### src/rtl/add.sv
// Registered adder with ALU status flags: one-cycle latency, sum and flags
// always captured together, result held while in_valid is low.
module add #(
   parameter int WIDTH = 16
) (
   input  logic             clk,
   input  logic             rst_n,
   input  logic             in_valid,
   input  logic [WIDTH-1:0] X,
   input  logic [WIDTH-1:0] Y,
   output logic [WIDTH-1:0] Z,
   output logic             carry,
   output logic             sign,
   output logic             parity,
   output logic             zero,
   output logic             overflow,
   output logic             out_valid
);

   typedef struct packed {
      logic [WIDTH-1:0] z;
      logic             carry;
      logic             sign;
      logic             parity;
      logic             zero;
      logic             overflow;
   } res_t;

   logic [WIDTH:0] sum;
   res_t           calc;
   res_t           res_d, res_q;
   logic           valid_d, valid_q;

   // Flags derive from the fresh sum, never from the registered Z.
   always_comb begin
      sum           = {1'b0, X} + {1'b0, Y};
      calc.z        = sum[WIDTH-1:0];
      calc.carry    = sum[WIDTH];
      calc.sign     = sum[WIDTH-1];
      calc.parity   = ~^sum[WIDTH-1:0];
      calc.zero     = ~|sum[WIDTH-1:0];
      calc.overflow = (X[WIDTH-1] & Y[WIDTH-1] & ~sum[WIDTH-1]) |
                      (~X[WIDTH-1] & ~Y[WIDTH-1] & sum[WIDTH-1]);
   end

   always_comb begin
      res_d   = res_q;
      valid_d = in_valid;
      if (in_valid) begin
         res_d = calc;
      end
   end

   always_ff @(posedge clk or negedge rst_n) begin
      if (!rst_n) begin
         res_q   <= '0;
         valid_q <= 1'b0;
      end else begin
         res_q   <= res_d;
         valid_q <= valid_d;
      end
   end

   assign Z         = res_q.z;
   assign carry     = res_q.carry;
   assign sign      = res_q.sign;
   assign parity    = res_q.parity;
   assign zero      = res_q.zero;
   assign overflow  = res_q.overflow;
   assign out_valid = valid_q;

endmodule

### config.mk
export PLATFORM = sky130hd
export DESIGN_NAME = add
export DESIGN_NICKNAME = d
export VERILOG_FILES = /design/src/rtl/add.sv
export SDC_FILE = /design/constraint.sdc
export NUM_CORES = 1
export LEC_CHECK = 0
export BUFFER_PORTS_ARGS = -buffer_cell sky130_fd_sc_hd__buf_2
export CAP_MARGIN = 20
export CORE_ASPECT_RATIO = 1.2
export CORE_UTILIZATION = 35
export CTS_CLUSTER_SIZE = 30
export DETAILED_ROUTE_END_ITERATION = 7
export GPL_ROUTABILITY_DRIVEN = 0
export PLACE_DENSITY = 0.64
export SLEW_MARGIN = 15
export SYNTH_ARGS = -nofsm -noshare
export SYNTH_HDL_FRONTEND = slang
export SYNTH_SLANG_ARGS = --single-unit
### constraint.sdc
create_clock -name clk -period 1.1 [get_ports clk]
set_clock_uncertainty 0.1 [all_clocks]
set_input_delay 0.22 -clock clk [delete_from_list [all_inputs] [get_ports clk]]
set_output_delay 0.22 -clock clk [all_outputs]
set_load 0.01 [all_outputs]
==> flow_summary.yaml <==
finish:
  regArea_um2: 526
  multi_input_area_um2: 1640
  finalNetCount: 390
  diodes: 0
  syn2layout_area_growth_pct: 85.9
  final_area_um2: 3290
  drive_above_1_share_pct: 61.3
  instances_no_fill: 388
  fillers: 388
  post-route-util_pct: 67.1
run_status:
  status: "finished, violations left"
  violations: "negative setup slack"
cts:
  ctsHtreeMaxLevel: 1
  clockRootBuffer: "clkbuf_8"
  cts_tree: "done"
  clock_path_buffers: 2
  clk-insertion-delay-late_ns: 0.26
  cts_buffers: 3
  cts.reportedPaths.clkPinSlew_ns: 0.07
  cts_sinks: 21
pwr:
  intPower_w: 0.00265
  clock_power_share_pct: 12.6
  power_density_nw_per_um2: 1240
  ir_drop_mv: 0.764
  p_leak_nw: 1.54
  switching_share_pct: 35.0
  finalPower_w: 0.00407
  seqPwrFrac_pct: 24.4
  switchingPower_w: 0.00143
  combPwrFrac_pct: 63.0
grt:
  grt_pass1_wl_mm: 7.51
  antenna_found_initial: 0
  gr-total-overflow: 0
  grt_pass1_vias: 1792
  grt_max_degree: 22
  grtUsageTotal_pct: 18.1
logic_synthesis:
  avgSynthCellArea_um2: 8.99
  synth_seq_cells: 21
  syn-num-nets: 258
  synth_edf_count: 0
  netlist_instances: 197
  synthArstFlopShare_pct: 100
  yosys_most_used_dff: "dfrtp_1"
  yosys_warnings: 0
  synthDistinctLibCells: 38
  yosysSeqAreaShare_pct: 29.7
  mappedNetlistArea_um2: 1770
routing:
  first_pass_iters: 4
  ant_nets: 0
  num_vias: 1904
  wl_per_cell_um: 12.5
  drtIter0Drc: 69
  wl_mm: 4.86
  wl_met3_um: 106
  vias_per_cell: 4.91
  drcViolationCount: 0
  dr_wl_met2_mm: 2.61
  wl_met1_mm: 2.04
  top_layer: "met4"
sta:
  period_needed_ns: 2.63
  rsz0062_at_grt: "true"
  max-slew-margin-rel_pct: 69.4
  tightest_slew_ns: 0.460
  hold_violations: 0
  finalCritPeriodShare_pct: 239
  clock.fmax_ghz: 0.380
  finalSetupViolCount: 32
  setup_slack_ns: -1.53
  drv_slew: 0
floorplan:
  dieArea_um2: 5350
  dieHeight_um: 79.9
  placementRows: 28
  die_width_um: 66.9
  initial_utilization_pct: 36.1
  core_um2: 4900
  boundaryPins: 57
worst_setup_path:
  worstSetupEndpointType: "flip-flop"
  worst-setup-path-type: "in2reg"
  worstPathArrival_ns: 2.69
  required_ns: 1.16
  cp_max_fo: 3
  worstSetupStartpointType: "primary input"
placed_design:
  portBuffers: 56
  dp.final_hpwl_mm: 3.53
  place_area_um2: 2660
  pre_cts_slack_ns: -1.83
  post-place-cells: 360
min_path:
  hold_path_class: "in2reg"
job:
  drv_cap: 0
power groups by stage:
stage | clock [W] | combinational [W] | sequential, W
2_1_floorplan | 0 | 0.00114 | 0.00108
3_3_place_gp | 0 | 0.00189 | 0.00101
3_5_place_dp | 0 | 0.00193 | 0.00101
4_1_cts | 0.000524 | 0.00225 | 0.000990
5_1_grt | 0.000573 | 0.00278 | 0.00101
6_report | 0.000512 | 0.00257 | 0.000996
layer usage:
layer | GRT usage [%] | vias to the layer above
met5 | 0 | -
met4 | 7.23 | 0
met3 | 0.429 | 9
met2 | 32.8 | 41
met1 | 22.2 | 882
li1 | - | 972
worst max-delay path, cell delays in order:
cell       delay, ns
buf_8           0.07
ha_4            0.13
inv_2           0.04
fa_2            0.34
nor2b_2         0.14
o2111ai_2       0.15
a21oi_2         0.23
o21ai_2         0.12
o21ai_2         0.21
xnor2_2         0.16
ha_4            0.24
xnor2_2         0.13
xnor2_1         0.13
xnor2_1         0.13
mux2_2          0.26
state kept, by name, summed over array words and instances, names as in the netlist:
register and flops:
carry 1, overflow 1, zero 1, out_valid 1, parity 1, Z 16
repair_timing:
| action | CTS | global route |
|---|---|---|
| hold endpoints to repair | 21 | 0 |
| hold buffers | 1 | 0 |
| setup buffers | 17 | 11 |
| endpoints found under the setup margin | 37 | 40 |
| pin swaps | 24 | 33 |
| gates resized for setup | 25 | 52 |
synthesized netlist by cell type (2+ instances only):
library cell	count	area, µm²
xor2_1	6	52.6
mux2_2	3	33.8
nand2_1	17	63.8
a211o_1	2	17.5
a21o_1	4	30.0
ha_1	25	313
o311ai_0	2	17.5
o21ai_0	20	100
nor2_1	9	33.8
nor2b_1	3	18.8
inv_1	9	33.8
o21a_1	2	15.0
buf_2	2	10.0
or3_1	2	12.5
nand4_1	7	43.8
clkbuf_1	4	15.0
nand2b_1	4	25.0
a211oi_1	2	15.0
dfrtp_1	21	526
nor3_1	2	10.0
a21oi_1	21	105
xnor2_1	13	114
o211ai_1	2	15.0
worst paths after layout:
| path | to | startpoint | slack (ns) | cells after the start |
|---|---|---|---|---|
| worst max-delay path | parity | Y[0] | -1.53 | 15 |
| worst min register to register | Z[6] | Z[6] | 0.39 | 2 |
| min in group asynchronous | overflow | rst_n | 0.34 | 2 |
| worst min-delay path | out_valid | in_valid | 0.20 | 2 |
| max in group asynchronous | Z[3] | rst_n | 0.24 | 2 |
| worst max register to register | carry | carry | 0.06 | 2 |
logic make-up (layout without fill, tap and decap cells):
family	after synthesis	count (layout)	synth area share [%]
xor gates and xnor gates	19	19	9.40
adders and majority gates	26	26	18.8
buffers and inverters	16	147	3.75
muxes	5	5	3.32
DFF	21	21	29.7
and+or+nand+nor	50	50	14.5
AOI/OAI and AO/OA	60	60	20.6
cell type report:
| type | instances | share of cell area [%] |
|---|---|---|
| Sequential cell | 21 | 16.0 |
| Timing Repair Buffer | 134 | 29.6 |
| Inverter | 9 | 1.03 |
| Multi-Input combinational cell | 160 | 49.7 |
| Clock buffer | 4 | 1.37 |
| Tap cell | 60 | 2.28 |
per-stage QoR:
stage,hold slack [ns],TNS [ns]
6_report,0.200,-10.90
4_1_cts,0.196,-11.35
5_1_grt,0.196,-13.07
3_5_place_dp,0.102,-17.71
3_3_place_gp,0.101,-17.28
2_1_floorplan,-0.176,-10.80
layout by cell type, fill, tap and decap left out, drive strengths merged, types with 6 or more instances in the layout:
| cell type | n |
|---|---|
| a21oi | 21 |
| buf | 133 |
| dfrtp | 21 |
| ha | 25 |
| inv | 9 |
| nand2 | 17 |
| nand4 | 7 |
| nor2 | 9 |
| o21ai | 21 |
| xnor2 | 13 |
| xor2 | 6 |
No activity file was read; power rests on OpenSTA's default activity.
